## src/rtl/selecionar_menor_ativo_pkg.sv

```systemverilog
// Shared types and elaboration-time helpers for the active-node minimum finder.
// Sizing functions are evaluated only at elaboration to derive widths and beat counts.
package selecionar_menor_ativo_pkg;

  typedef enum logic [1:0] {
    IDLE = 2'd0,
    SCAN = 2'd1,
    DONE = 2'd2
  } estado_t;

  // Index width never drops below one bit, even for a single node.
  function automatic int clog2_min1(input int n);
    int r;
    r = 0;
    while ((1 << r) < n) r++;
    return (r < 1) ? 1 : r;
  endfunction

  function automatic int ceil_div(input int a, input int b);
    return (a + b - 1) / b;
  endfunction

  function automatic int pow2_ceil(input int n);
    int p;
    p = 1;
    while (p < n) p = p * 2;
    return p;
  endfunction

endpackage

```

## src/rtl/selecionar_menor_ativo_arvore_menor.sv

```systemverilog
// Combinational min-reduction tree over LANES (valid, value, index) triples.
// The left child wins ties, so the lowest lane, and therefore the lowest node index, is kept.
module arvore_menor
  import selecionar_menor_ativo_pkg::*;
#(
  parameter int LANES          = 4,
  parameter int CRITERIO_WIDTH = 5,
  parameter int IDX_WIDTH      = 3
) (
  input  logic [LANES-1:0]                valido,
  input  logic [LANES*CRITERIO_WIDTH-1:0] valor,
  input  logic [LANES*IDX_WIDTH-1:0]      indice,
  output logic [CRITERIO_WIDTH-1:0]       min_valor,
  output logic [IDX_WIDTH-1:0]            min_indice,
  output logic                            algum_valido
);

  localparam int FOLHAS = pow2_ceil(LANES);

  // Heap layout: node i has children 2i and 2i+1; leaves live at FOLHAS..2*FOLHAS-1.
  logic                      no_valido [2*FOLHAS];
  logic [CRITERIO_WIDTH-1:0] no_valor  [2*FOLHAS];
  logic [IDX_WIDTH-1:0]      no_indice [2*FOLHAS];

  always_comb begin
    for (int i = 0; i < 2*FOLHAS; i++) begin
      no_valido[i] = 1'b0;
      no_valor[i]  = '0;
      no_indice[i] = '0;
    end
    for (int l = 0; l < LANES; l++) begin
      no_valido[FOLHAS+l] = valido[l];
      no_valor[FOLHAS+l]  = valor[l*CRITERIO_WIDTH +: CRITERIO_WIDTH];
      no_indice[FOLHAS+l] = indice[l*IDX_WIDTH +: IDX_WIDTH];
    end
    for (int i = FOLHAS-1; i >= 1; i--) begin
      if (no_valido[2*i] && (!no_valido[2*i+1] || no_valor[2*i] <= no_valor[2*i+1])) begin
        no_valido[i] = 1'b1;
        no_valor[i]  = no_valor[2*i];
        no_indice[i] = no_indice[2*i];
      end else begin
        no_valido[i] = no_valido[2*i+1];
        no_valor[i]  = no_valor[2*i+1];
        no_indice[i] = no_indice[2*i+1];
      end
    end
  end

  assign min_valor    = no_valor[1];
  assign min_indice   = no_indice[1];
  assign algum_valido = no_valido[1];

endmodule

```

## src/rtl/selecionar_menor_ativo.sv

```systemverilog
// Finds the minimum criterio among active nodes of a snapshot, LANES nodes per cycle,
// and publishes value, index and an empty flag once the last beat has been compared.
module selecionar_menor_ativo
  import selecionar_menor_ativo_pkg::*;
#(
  parameter  int NUM_NA         = 8,
  parameter  int CRITERIO_WIDTH = 5,
  parameter  int LANES          = 4,
  localparam int IDX_WIDTH      = clog2_min1(NUM_NA)
) (
  input  logic                             clk,
  input  logic                             rst_n,
  input  logic                             start_in,
  input  logic [NUM_NA-1:0]                na_ativo_in,
  input  logic [NUM_NA*CRITERIO_WIDTH-1:0] na_criterio_in,
  output logic                             ocupado_o,
  output logic                             pronto_o,
  output logic [CRITERIO_WIDTH-1:0]        criterio_o,
  output logic [IDX_WIDTH-1:0]             indice_o,
  output logic                             vazio_o
);

  localparam int BEATS      = ceil_div(NUM_NA, LANES);
  localparam int BEAT_WIDTH = IDX_WIDTH + 1;
  localparam int PAD        = BEATS * LANES;
  localparam int LANE_BITS  = LANES * CRITERIO_WIDTH;
  localparam logic [BEAT_WIDTH-1:0]     LAST_BEAT    = BEAT_WIDTH'(BEATS - 1);
  localparam logic [CRITERIO_WIDTH-1:0] CRITERIO_MAX = '1;

  estado_t estado, estado_prox;

  logic [BEAT_WIDTH-1:0]            beat;
  logic [NUM_NA-1:0]                snap_ativo;
  logic [NUM_NA*CRITERIO_WIDTH-1:0] snap_criterio;
  logic [CRITERIO_WIDTH-1:0]        run_min;
  logic [IDX_WIDTH-1:0]             run_idx;
  logic                             found;

  logic [PAD-1:0]                pad_ativo;
  logic [PAD*CRITERIO_WIDTH-1:0] pad_criterio;
  int                            base;
  logic [LANES-1:0]              lane_valido;
  logic [LANE_BITS-1:0]          lane_valor;
  logic [LANES*IDX_WIDTH-1:0]    lane_indice;

  logic [CRITERIO_WIDTH-1:0] arv_valor;
  logic [IDX_WIDTH-1:0]      arv_indice;
  logic                      arv_valido;

  logic                      toma;
  logic [CRITERIO_WIDTH-1:0] prox_min;
  logic [IDX_WIDTH-1:0]      prox_idx;
  logic                      prox_found;
  logic                      ultimo_beat;

  // Zero padding past NUM_NA masks the missing lanes of a partial last beat.
  always_comb begin
    pad_ativo                                    = '0;
    pad_ativo[NUM_NA-1:0]                        = snap_ativo;
    pad_criterio                                 = '0;
    pad_criterio[NUM_NA*CRITERIO_WIDTH-1:0]      = snap_criterio;
  end

  always_comb begin
    base        = int'(beat) * LANES;
    lane_valido = LANES'(pad_ativo >> base);
    lane_valor  = LANE_BITS'(pad_criterio >> (base * CRITERIO_WIDTH));
    lane_indice = '0;
    for (int l = 0; l < LANES; l++) begin
      lane_indice[l*IDX_WIDTH +: IDX_WIDTH] = IDX_WIDTH'(base + l);
    end
  end

  arvore_menor #(
    .LANES          (LANES),
    .CRITERIO_WIDTH (CRITERIO_WIDTH),
    .IDX_WIDTH      (IDX_WIDTH)
  ) u_arvore (
    .valido       (lane_valido),
    .valor        (lane_valor),
    .indice       (lane_indice),
    .min_valor    (arv_valor),
    .min_indice   (arv_indice),
    .algum_valido (arv_valido)
  );

  // Strict less-than keeps the earlier beat's winner on ties across beats.
  always_comb begin
    toma        = arv_valido && (!found || (arv_valor < run_min));
    prox_min    = toma ? arv_valor  : run_min;
    prox_idx    = toma ? arv_indice : run_idx;
    prox_found  = found | arv_valido;
    ultimo_beat = (beat == LAST_BEAT);
  end

  always_ff @(posedge clk or negedge rst_n) begin
    if (!rst_n) begin
      estado <= IDLE;
    end else begin
      estado <= estado_prox;
    end
  end

  always_comb begin
    estado_prox = estado;
    if (start_in) begin
      estado_prox = SCAN;
    end else begin
      case (estado)
        SCAN:    if (ultimo_beat) estado_prox = DONE;
        default: estado_prox = estado;
      endcase
    end
  end

  always_comb begin
    ocupado_o = 1'b0;
    pronto_o  = 1'b0;
    case (estado)
      SCAN:    ocupado_o = 1'b1;
      DONE:    pronto_o  = 1'b1;
      default: ;
    endcase
  end

  // A start always wins over scan progress, so an aborted scan never publishes.
  always_ff @(posedge clk or negedge rst_n) begin
    if (!rst_n) begin
      snap_ativo    <= '0;
      snap_criterio <= '0;
      run_min       <= CRITERIO_MAX;
      run_idx       <= '0;
      found         <= 1'b0;
      beat          <= '0;
      criterio_o    <= CRITERIO_MAX;
      indice_o      <= '0;
      vazio_o       <= 1'b1;
    end else if (start_in) begin
      snap_ativo    <= na_ativo_in;
      snap_criterio <= na_criterio_in;
      run_min       <= CRITERIO_MAX;
      run_idx       <= '0;
      found         <= 1'b0;
      beat          <= '0;
    end else if (estado == SCAN) begin
      run_min <= prox_min;
      run_idx <= prox_idx;
      found   <= prox_found;
      beat    <= beat + 1'b1;
      if (ultimo_beat) begin
        criterio_o <= prox_found ? prox_min : CRITERIO_MAX;
        indice_o   <= prox_found ? prox_idx : '0;
        vazio_o    <= !prox_found;
      end
    end
  end

endmodule

```

## config.mk

```make
export PLATFORM = sky130hd
export DESIGN_NAME = selecionar_menor_ativo
export DESIGN_NICKNAME = d
export VERILOG_FILES = /design/src/rtl/selecionar_menor_ativo_pkg.sv /design/src/rtl/selecionar_menor_ativo_arvore_menor.sv /design/src/rtl/selecionar_menor_ativo.sv
export SDC_FILE = /design/constraint.sdc
export NUM_CORES = 1
export LEC_CHECK = 0
export ABC_CLOCK_PERIOD_IN_PS = 6520
export CAP_MARGIN = 20
export CORE_ASPECT_RATIO = 0.8
export CORE_MARGIN = 2
export CORE_UTILIZATION = 55
export DETAILED_ROUTE_END_ITERATION = 6
export GPL_ROUTABILITY_DRIVEN = 0
export GPL_TIMING_DRIVEN = 1
export MAX_ROUTING_LAYER = met4
export PLACE_DENSITY = 0.81
export SLEW_MARGIN = 15
export SYNTH_ARGS = -nofsm -noshare
export SYNTH_HDL_FRONTEND = slang
export SYNTH_HIERARCHICAL = 1
export SYNTH_SLANG_ARGS = --single-unit
export TNS_END_PERCENT = 10
```

## constraint.sdc

```tcl
create_clock -name clk -period 6.52 [get_ports clk]
set_clock_uncertainty 0.05 [all_clocks]
set_input_delay 1.304 -clock clk [delete_from_list [all_inputs] [get_ports clk]]
set_output_delay 1.304 -clock clk [all_outputs]
set_load 0.01 [all_outputs]
```

# Word-level counts from Yosys, hierarchy flattened

Cells that the tools add are included.

Register bits: 72
Input port bits: 51
Output and inout port bits: 11
Word-level logic and storage cells: 69

Add/sub/neg operators: 4
$mul: 1
Magnitude comparators: 4
Equality and inequality tests: 3
Shift operators: 2
Multiplexer cells: 26
Bitwise gates (word level): 2
Reductions and logical operators: 17

Operators with widths:

| cell                                                                   | count |
|---|---|
| 40-bit by 9-bit right shift with 20-bit output                         | 1 |
| 5-bit two-way mux                                                      | 7 |
| 3-bit two-way mux                                                      | 7 |
| 5-bit less-or-equal comparator                                         | 3 |
| 4-bit two-way mux                                                      | 2 |
| 8-bit by 6-bit right shift with 4-bit output                           | 1 |
| 4-bit by 3-bit multiplier with 7-bit output (second input constant)    | 1 |
| 1-bit two-way mux                                                      | 7 |
| 3-bit by 2-bit adder with 3-bit output (second input constant)         | 2 |
| 2-bit two-way mux                                                      | 3 |
| 1-bit zero test                                                        | 5 |
| 5-bit less-than comparator                                             | 1 |
| 4-bit by 1-bit adder with 4-bit output (second input constant)         | 1 |
| 4-bit by 1-bit equality test with 1-bit output (second input constant) | 1 |
| 1-bit logical AND                                                      | 4 |
| 1-bit logical OR                                                       | 4 |
| 2-bit nonzero test                                                     | 2 |
| 3-bit by 1-bit adder with 3-bit output (second input constant)         | 1 |
| 3-bit AND reduction                                                    | 1 |
| 2-bit by 1-bit equality test with 1-bit output (second input constant) | 1 |
| 2-bit equality test (second input constant)                            | 1 |
| 2-bit AND reduction                                                    | 1 |
| 1-bit inverter                                                         | 1 |
| 1-bit bitwise OR                                                       | 1 |

# Depth between registers and ports, before layout

Gate-level depths: netlist of run 1.

Depth in word-level cells: 16
Gate-level depth with buffers: 22
Gate-level depth less buffers: 20

# Hierarchy

The synthesis of run 1 kept the hierarchy.

Modules (own cells, without submodules):

| module                 | times used | cells an instance | area each (µm²) | seq. area each (µm²) |
|---|---|---|---|---|
| selecionar_menor_ativo | 1          | 289               | 3457.1          | 1815.5 |
| arvore_menor           | 1          | 83                | 706.9           | 0.0 |

# Worst setup path before layout of run 1

OpenSTA, ideal clock, no wires.

Path kind: reg-to-reg
Start point: register beat[0]
End point: register run_min[0]
Library setup time: 75 ps
Data arrival time: 5398 ps
Required time: 6395 ps
Path slack: 997 ps
Cell stages (with the launch flop): 22
Buffers on the path: 2
Period minus slack after synthesis: 5523 ps
Path through: dfrtp_1 -> clkbuf_1 -> clkbuf_1 -> mux2i_1 -> nor2_1 -> ha_1 -> a21oi_1 -> o21ai_2 -> o2bb2ai_4 -> mux2i_1 -> inv_1 -> ha_1 -> and4_1 -> nand2b_1 -> o211ai_1 -> a21oi_4 -> mux2i_1 -> ha_1 -> a21oi_1 -> o21ai_0 -> a211oi_4 -> mux2i_1

Word-level cells in the longest chain between the ends: 16
Elaborated cells on any way between the ends: 27
Those cells by class: mul (1); order compare (4); shift (2); mux (9); reduce/logical (11)

RTL lines:

| element                                            | line                                      | source |
|---|---|---|
| start, declared                                    | selecionar_menor_ativo.sv:32              | `logic [BEAT_WIDTH-1:0] beat;` |
| start signal, assigned                             | selecionar_menor_ativo.sv:149             | `beat <= beat + 1'b1;` |
| 4-bit by 3-bit multiplier with 7-bit output (*)    | selecionar_menor_ativo.sv:67              | `lane_valor = LANE_BITS'(pad_criterio >> (base * CRITERIO_WIDTH));` |
| 40-bit by 9-bit right shift with 20-bit output (*) | selecionar_menor_ativo.sv:67              |  |
| net lane_valor[4]                                  | selecionar_menor_ativo.sv:43              | `logic [LANE_BITS-1:0] lane_valor;` |
| 5-bit less-or-equal comparator                     | selecionar_menor_ativo_arvore_menor.sv:37 | `if (no_valido[2*i] && (!no_valido[2*i+1] \|\| no_valor[2*i] <= no_valor[2*i+1])) begin` |
| 1-bit logical OR                                   | selecionar_menor_ativo_arvore_menor.sv:37 |  |
| 1-bit logical AND                                  | selecionar_menor_ativo_arvore_menor.sv:37 |  |
| 5-bit two-way mux                                  | selecionar_menor_ativo_arvore_menor.sv:37 |  |
| 5-bit less-or-equal comparator                     | selecionar_menor_ativo_arvore_menor.sv:37 |  |
| [2 not listed]                                     | --                                        |  |
| 5-bit two-way mux (*)                              | selecionar_menor_ativo_arvore_menor.sv:37 |  |
| net arv_valor[2]                                   | selecionar_menor_ativo.sv:46              | `logic [CRITERIO_WIDTH-1:0] arv_valor;` |
| 5-bit less-than comparator (*)                     | selecionar_menor_ativo.sv:89              | `toma = arv_valido && (!found \|\| (arv_valor < run_min));` |
| 1-bit logical OR (*)                               | selecionar_menor_ativo.sv:89              |  |
| 1-bit logical AND (*)                              | selecionar_menor_ativo.sv:89              |  |
| 5-bit two-way mux (*)                              | selecionar_menor_ativo.sv:90              | `prox_min = toma ? arv_valor : run_min;` |
| 5-bit two-way mux (*)                              | selecionar_menor_ativo.sv:145             | `end else if (estado == SCAN) begin` |
| 5-bit two-way mux (*)                              | selecionar_menor_ativo.sv:138             | `end else if (start_in) begin` |
| end signal, assigned                               | selecionar_menor_ativo.sv:146             | `run_min <= prox_min;` |
| end, declared                                      | selecionar_menor_ativo.sv:35              | `logic [CRITERIO_WIDTH-1:0] run_min;` |

Mark *: on every way through the listed nets, which the timed path passes. The rest lies on a longest branch. The select of a mux whose other input is x is not followed.
A chain may end at the register's enable or synchronous reset.

# Worst setup path after layout of run 1

Start point: register beat[1]
End point: register run_min[4]

Same word-level chain as after synthesis.

==> flow_summary.toml, run 1 <==
[critical_path]
r2r_end = "run_min[4]"
path_cells = "or3_1 > nor2_1 > inv_1 > ha_1 > a21oi_1 > o21ai_2 > o2bb2ai_4 > mux2i_1 > inv_1 > ha_1 > and4_1 > nand2b_1 > o211ai_1 > a21oi_4 > mux2i_1 > ha_1 > a21oi_1 > o21ai_0 > a211oi_4 > buf_12 > mux2i_1"
ff2ff_setup_slack_ps = 640
crit_type = "flip-flop to flip-flop"
endpoint_kind = "flip-flop"
cp-startpoint = "beat[1]"
timing.rr.start = "beat[1]"
max_stage_delay_ps = 710
crit_required_ps = 6750
cp_slowest_cell = "or3_1"
cp_top_family = "compound AO/OA/AOI/OAI gates"
start_kind = "flip-flop"
reg2reg_depth = 21
cp_max_fo = 24
crit_arrival_ps = 6100
critPathBufInv = 3

[pwr]
power.share.sequential = 0.248
p_comb_frac = 0.597
power.density_mw_per_mm2 = 490
p_int_mw = 1.44
swShare = 0.425
ir_worst_vdd_v = 0.000197
power.share.clock = 0.156
p_leak_nw = 2.27
netSwitchingPower_mw = 1.07

[synth]
yosysUniqueCellTypes = 45
synth_area_per_cell_um2 = 11.2
syn_area_mm2 = 0.00416
yosysSeqAreaShare = 0.436
yosys.area.top_type = "dfrtp_1"
yosysWarnings = 6
synthesis.instances = 372
synth-seq-cells = 72
synth_top_area_frac = 0.367
async_flop_share = 1.00
ys.flop_type = "dfrtp_1"
synthTopCellsByArea = "dfrtp_1 37%, mux2i_1 13%, mux2_2 13%"
synth_edf_count = 0

[min_path]
whs_path_depth = 1
whs_endpoint = "pad_criterio[8]"
min_path_type = "flip-flop to flip-flop"
hold_start = "pad_criterio[8]"

[placement]
port_buffers = 61
dp.cells = 517
dpl_cell_area_mm2 = 0.00487
hpwl_um = 5940
post-place-ws_ps = 535

[timing]
setup_slack_ps = 644
fin_crit_sh = 0.901
slew_violations = 0
post-route-min-period_ps = 5880
setup_viol_count_final = 0
hold_ws_ps = 457
tns_ps = 0
relSlewSlack = 0.405
tightest_slew_ps = 893
max_freq_mhz = 170
rsz0062_at_grt = "no"
hold_viol_final = 0

[drt]
dr_total_vias = 2880
antenna_left = 0
firstDrtPassIters = 4
via_per_inst = 5.39
dr.first_iter.drc_count = 106
post-route-drc-count = 0
wl_per_cell_um = 15.4
drt-total-wl_um = 8230

[clock_network]
cts_hold_buffers = 0
cts_resized = 0
cts_tree = "done"
post-cts-setup-buffers = 0
htree_num_levels = 3
path_clk_slew_ps = 80
clockBufferDepth = 2
cts-root-buf = "clkbuf_8"
cts_sinks = 72
clock_latency_ps = 350
numCtsBuffers = 9

[final_layout]
fin_nets = 511
final_cells = 534
fill_cells = 562
antenna_cells = 0
area_growth_pct = 22.8
layout-drive-gt1-share = 0.212
final_area_mm2 = 0.00511

[die]
die_h_um = 81.8
die_area_mm2 = 0.00829
row_count = 28
die_w_um = 101
coreArea_mm2 = 0.00736
initial_core_util = 0.566
io_pins = 62

[global_route]
grt_first_pass_wirelength_um = 13600
grt_overflow = 0
grt_pass1_vias = 2956
grt_max_degree = 73
grt_usage = 0.217
antenna_found_initial = 0

[run_status]
status = "finished, final reports clean"

[run]
drv_cap = 0
kinds of logic after synthesis:
kind of cell    synth area share
buf+inv                   0.0391
compound gates            0.0922
simple gates              0.0971
flops                      0.436
other cells              0.00180
mux                        0.264
xor+xnor                 0.00631
fa+ha+maj                 0.0631
metrics by stage:
stage                      util  total power [mW]
final                     0.695              2.51
after global routing      0.695              2.71
after CTS                 0.692              2.48
after detailed placement  0.662              2.09
after global placement    0.662              2.03
after floorplan               -              1.73
synthesized netlist by cell type, types with 2 or more instances:
library cell	n
o2111a_1	3
a311oi_1	4
nand4_1	2
a211oi_1	2
inv_1	23
dfrtp_1	61
clkinv_1	2
nand2b_1	9
a21oi_1	9
ha_1	21
clkbuf_1	13
o21ai_2	4
o21ai_1	3
o21ai_0	2
nor2_1	54
xor2_1	2
nand2_1	7
nor2b_1	2
a311o_1	3
mux2i_1	56
a2111oi_0	5
conb_1	2
mux2_2	48
dfstp_2	11
and2_1	3
o2bb2ai_4	2
layout make-up:
cell class | count | area, µm² | share of cell area
Tap cell | 90 | 113 | 0.0220
Inverter | 25 | 93.8 | 0.0184
Clock inverter | 7 | 96.3 | 0.0188
Multi-Input combinational cell | 265 | 2210 | 0.432
Sequential cell | 72 | 1820 | 0.355
Timing Repair Buffer | 66 | 663 | 0.130
Clock buffer | 9 | 124 | 0.0242
metal layers:
layer	track usage	up-vias	share of wire
met4	0.0635	0	0.0084
li1	-	1437	-
met5	-	-	0
met1	0.273	1371	0.47
met2	0.356	64	0.47
met3	0.0485	8	0.045
worst max path at each step:
stage / end / slack (ps) / depth (start not counted)
2_1_floorplan: run_min[0] / 1000 / 21
3_3_place_gp: run_min[2] / 900 / 20
3_5_place_dp: run_min[4] / 540 / 20
4_1_cts: run_min[4] / 520 / 20
5_1_grt: criterio_o[0] / 130 / 20
6_report: run_min[4] / 640 / 21
cell usage in the layout, fill, tap and decap left out, types with 8 or more instances in the layout:
cell / instances
dfrtp_1: 61
mux2i_1: 56
nand2b_1: 9
nor2_1: 54
a21oi_1: 9
clkbuf_8: 9
mux2_2: 48
ha_1: 21
inv_1: 23
clkdlybuf4s50_1: 59
dfstp_2: 11
conb_1: 8
worst register-to-register path, cell delays in order (launching register included):
cell       delay (ps)
dfrtp_1           430
or3_1             710
nor2_1            270
inv_1              60
ha_1              320
a21oi_1           180
o21ai_2           100
o2bb2ai_4         330
mux2i_1           320
inv_1              80
ha_1              310
and4_1            210
nand2b_1           70
o211ai_1          130
a21oi_4           360
mux2i_1           340
ha_1              300
a21oi_1           180
o21ai_0           300
a211oi_4          400
buf_12            170
mux2i_1           200
power groups by stage:
stage	Combinational, mW	Sequential, mW	Clock, mW
2_1_floorplan	1.10	0.625	0
3_3_place_gp	1.41	0.625	0
3_5_place_dp	1.46	0.629	0
4_1_cts	1.46	0.622	0.395
5_1_grt	1.67	0.634	0.413
6_report	1.50	0.621	0.390
state kept, by name, summed over array words and instances, names as in the netlist:
name / cells
criterio_o: 5
found: 1
pad_criterio: 40
pad_ativo: 8
estado: 2
beat: 4
indice_o: 3
run_min: 5
run_idx: 3
vazio_o: 1
Power figures use the tool's default switching activity.
==> run 2, diff against run 1 <==
--- a/config.mk
+++ b/config.mk
@@ -9,12 +9,13 @@
 export CAP_MARGIN = 20
 export CORE_ASPECT_RATIO = 0.8
 export CORE_MARGIN = 2
-export CORE_UTILIZATION = 55
+export CORE_UTILIZATION = 56
+export CTS_BUF_LIST = sky130_fd_sc_hd__clkbuf_2 sky130_fd_sc_hd__clkbuf_4 sky130_fd_sc_hd__clkbuf_8
 export DETAILED_ROUTE_END_ITERATION = 6
 export GPL_ROUTABILITY_DRIVEN = 0
 export GPL_TIMING_DRIVEN = 1
 export MAX_ROUTING_LAYER = met4
-export PLACE_DENSITY = 0.81
+export PLACE_DENSITY = 0.82
 export SLEW_MARGIN = 15
 export SYNTH_ARGS = -nofsm -noshare
 export SYNTH_HDL_FRONTEND = slang
==> run 2 against run 1 <==
  * Register-to-register slack got worse by 110 ps
  * Fmax decreased by 1.9%
  * Via count increased by 1.6%
  * Utilization increased by 0.10 points
  * Clock power down 6.2%
  * Critical path depth is 2 lower
  * First-iteration DRC count down 19%
  * Worst setup slack worse by 110 ps
  * Combinational power about the same
==> flow_summary.toml, run 2 (same netlist as run 1, synthesis figures left out) <==
[final_layout]
final_util = 0.696
largest_reg_flops = 40
antenna_cells = 0
layout-drive-gt1-share = 0.210
final_cell_mix = "61 x dfrtp_1, 59 x clkdlybuf4s50_1, 56 x mux2i_1"
area_growth_pct = 21.8
fin_nets = 510
final_area_mm2 = 0.00507
layout_commonest_cell = "dfrtp_1"

[timing]
relSlewSlack = 0.385
hold_viol_final = 0
post-route-min-period_ps = 5990
setup_viol_count_final = 0
tightest_slew_ps = 923
slew_violations = 0
rsz0062_at_grt = "no"
tns_ps = 0
hold_ws_ps = 452
max_freq_mhz = 167
fin_crit_sh = 0.918

[drt]
antenna_left = 0
post-route-drc-count = 0
drt-total-wl_um = 8270
firstDrtPassIters = 4
wl_per_cell_um = 15.5
via_per_inst = 5.49
dr_total_vias = 2926
dr.first_iter.drc_count = 86

[die]
die_w_um = 100
row_count = 28
coreArea_mm2 = 0.00729
die_h_um = 81.1
die_area_mm2 = 0.00815
initial_core_util = 0.571
io_pins = 62

[clock_network]
cts_tree = "done"
clockBufferDepth = 2
htree_num_levels = 3
post-cts-setup-buffers = 0
clock_latency_ps = 350
numCtsBuffers = 9
cts-root-buf = "clkbuf_8"
path_clk_slew_ps = 80
cts_resized = 0
cts_hold_buffers = 0
cts_sinks = 72

[critical_path]
max_stage_delay_ps = 720
reg2reg_depth = 19
path_depth = 19
cp_slowest_cell = "or3_1"
cp_max_fo = 24
cp_top_family = "compound AO/OA/AOI/OAI gates"
critPathBufInv = 1
endpoint_kind = "flip-flop"
start_kind = "flip-flop"
crit_arrival_ps = 6210
path_cells = "or3_1 > nor2_1 > inv_1 > ha_1 > a21oi_1 > o21ai_1 > o2bb2ai_4 > mux2i_1 > ha_1 > and4_1 > nand2b_1 > o211ai_1 > a21oi_4 > mux2i_1 > ha_1 > a21oi_1 > o21ai_0 > a211oi_4 > mux2i_1"
crit_required_ps = 6740
crit_type = "flip-flop to flip-flop"

[pwr]
power.density_mw_per_mm2 = 484
ir_worst_vdd_v = 0.000210
p_leak_nw = 2.25

[run]
drv_cap = 0

[global_route]
grt_max_degree = 73
grt_usage = 0.229
grt_pass1_vias = 3022
antenna_found_initial = 0
grt_first_pass_wirelength_um = 14200
grt_overflow = 0

[placement]
port_buffers = 61
dpl_cell_area_mm2 = 0.00486
hpwl_um = 6050

[run_status]
status = "finished, final reports clean"

[min_path]
whs_path_depth = 2
min_path_type = "flip-flop to flip-flop"
run 2: tightest hold or removal path, cell delays in order, from the launching register on:
cell	delay [ps]
dfstp_2	370
nor2_1	90
nor2_1	50
run 2: layout make-up:
type                       instances  area (µm²)
fill                             529        2210
multi-input combinational        265        2210
sequential                        72        1820
timing repair buffer              65         631
clock buffer                      12         159
tap                               90         113
inverter                          25        93.8
clock inverter                     4        52.6
run 2: metal layers:
| layer | global-route usage | up-vias | wire length, µm |
|---|---|---|---|
| met5 | - | - | 0 |
| met2 | 0.361 | 54 | 3890 |
| met1 | 0.303 | 1431 | 3970 |
| met3 | 0.0516 | 13 | 327 |
| li1 | - | 1428 | - |
| met4 | 0.0630 | 0 | 91 |
run 2: path summary, 6_finish.rpt:
kind / startpoint / end / slack (ps)
max in group asynchronous: rst_n / pad_criterio[2] / 4690
worst max register to register: beat[1] / run_idx[1] / 530
worst max-delay path: beat[1] / run_idx[1] / 530
worst min register to register: vazio_o / vazio_o / 450
worst min-delay path: vazio_o / vazio_o / 450
min in group asynchronous: rst_n / estado[0] / 1090
run 2: report_power, final:
| part | total, mW | leakage [nW] | internal, mW | switching, mW |
|---|---|---|---|---|
| logic | 1.48 | 1.31 | 0.628 | 0.850 |
| clock network | 0.366 | 0.0983 | 0.202 | 0.164 |
| registers | 0.611 | 0.844 | 0.562 | 0.0484 |
run 2: metrics by stage:
step	worst slack, ps	power, mW	instances
2_1_floorplan	997	1.73	378
3_3_place_gp	913	2.02	517
3_5_place_dp	557	2.08	517
4_1_cts	553	2.46	533
5_1_grt	84.4	2.66	533
6_report	533	2.45	533
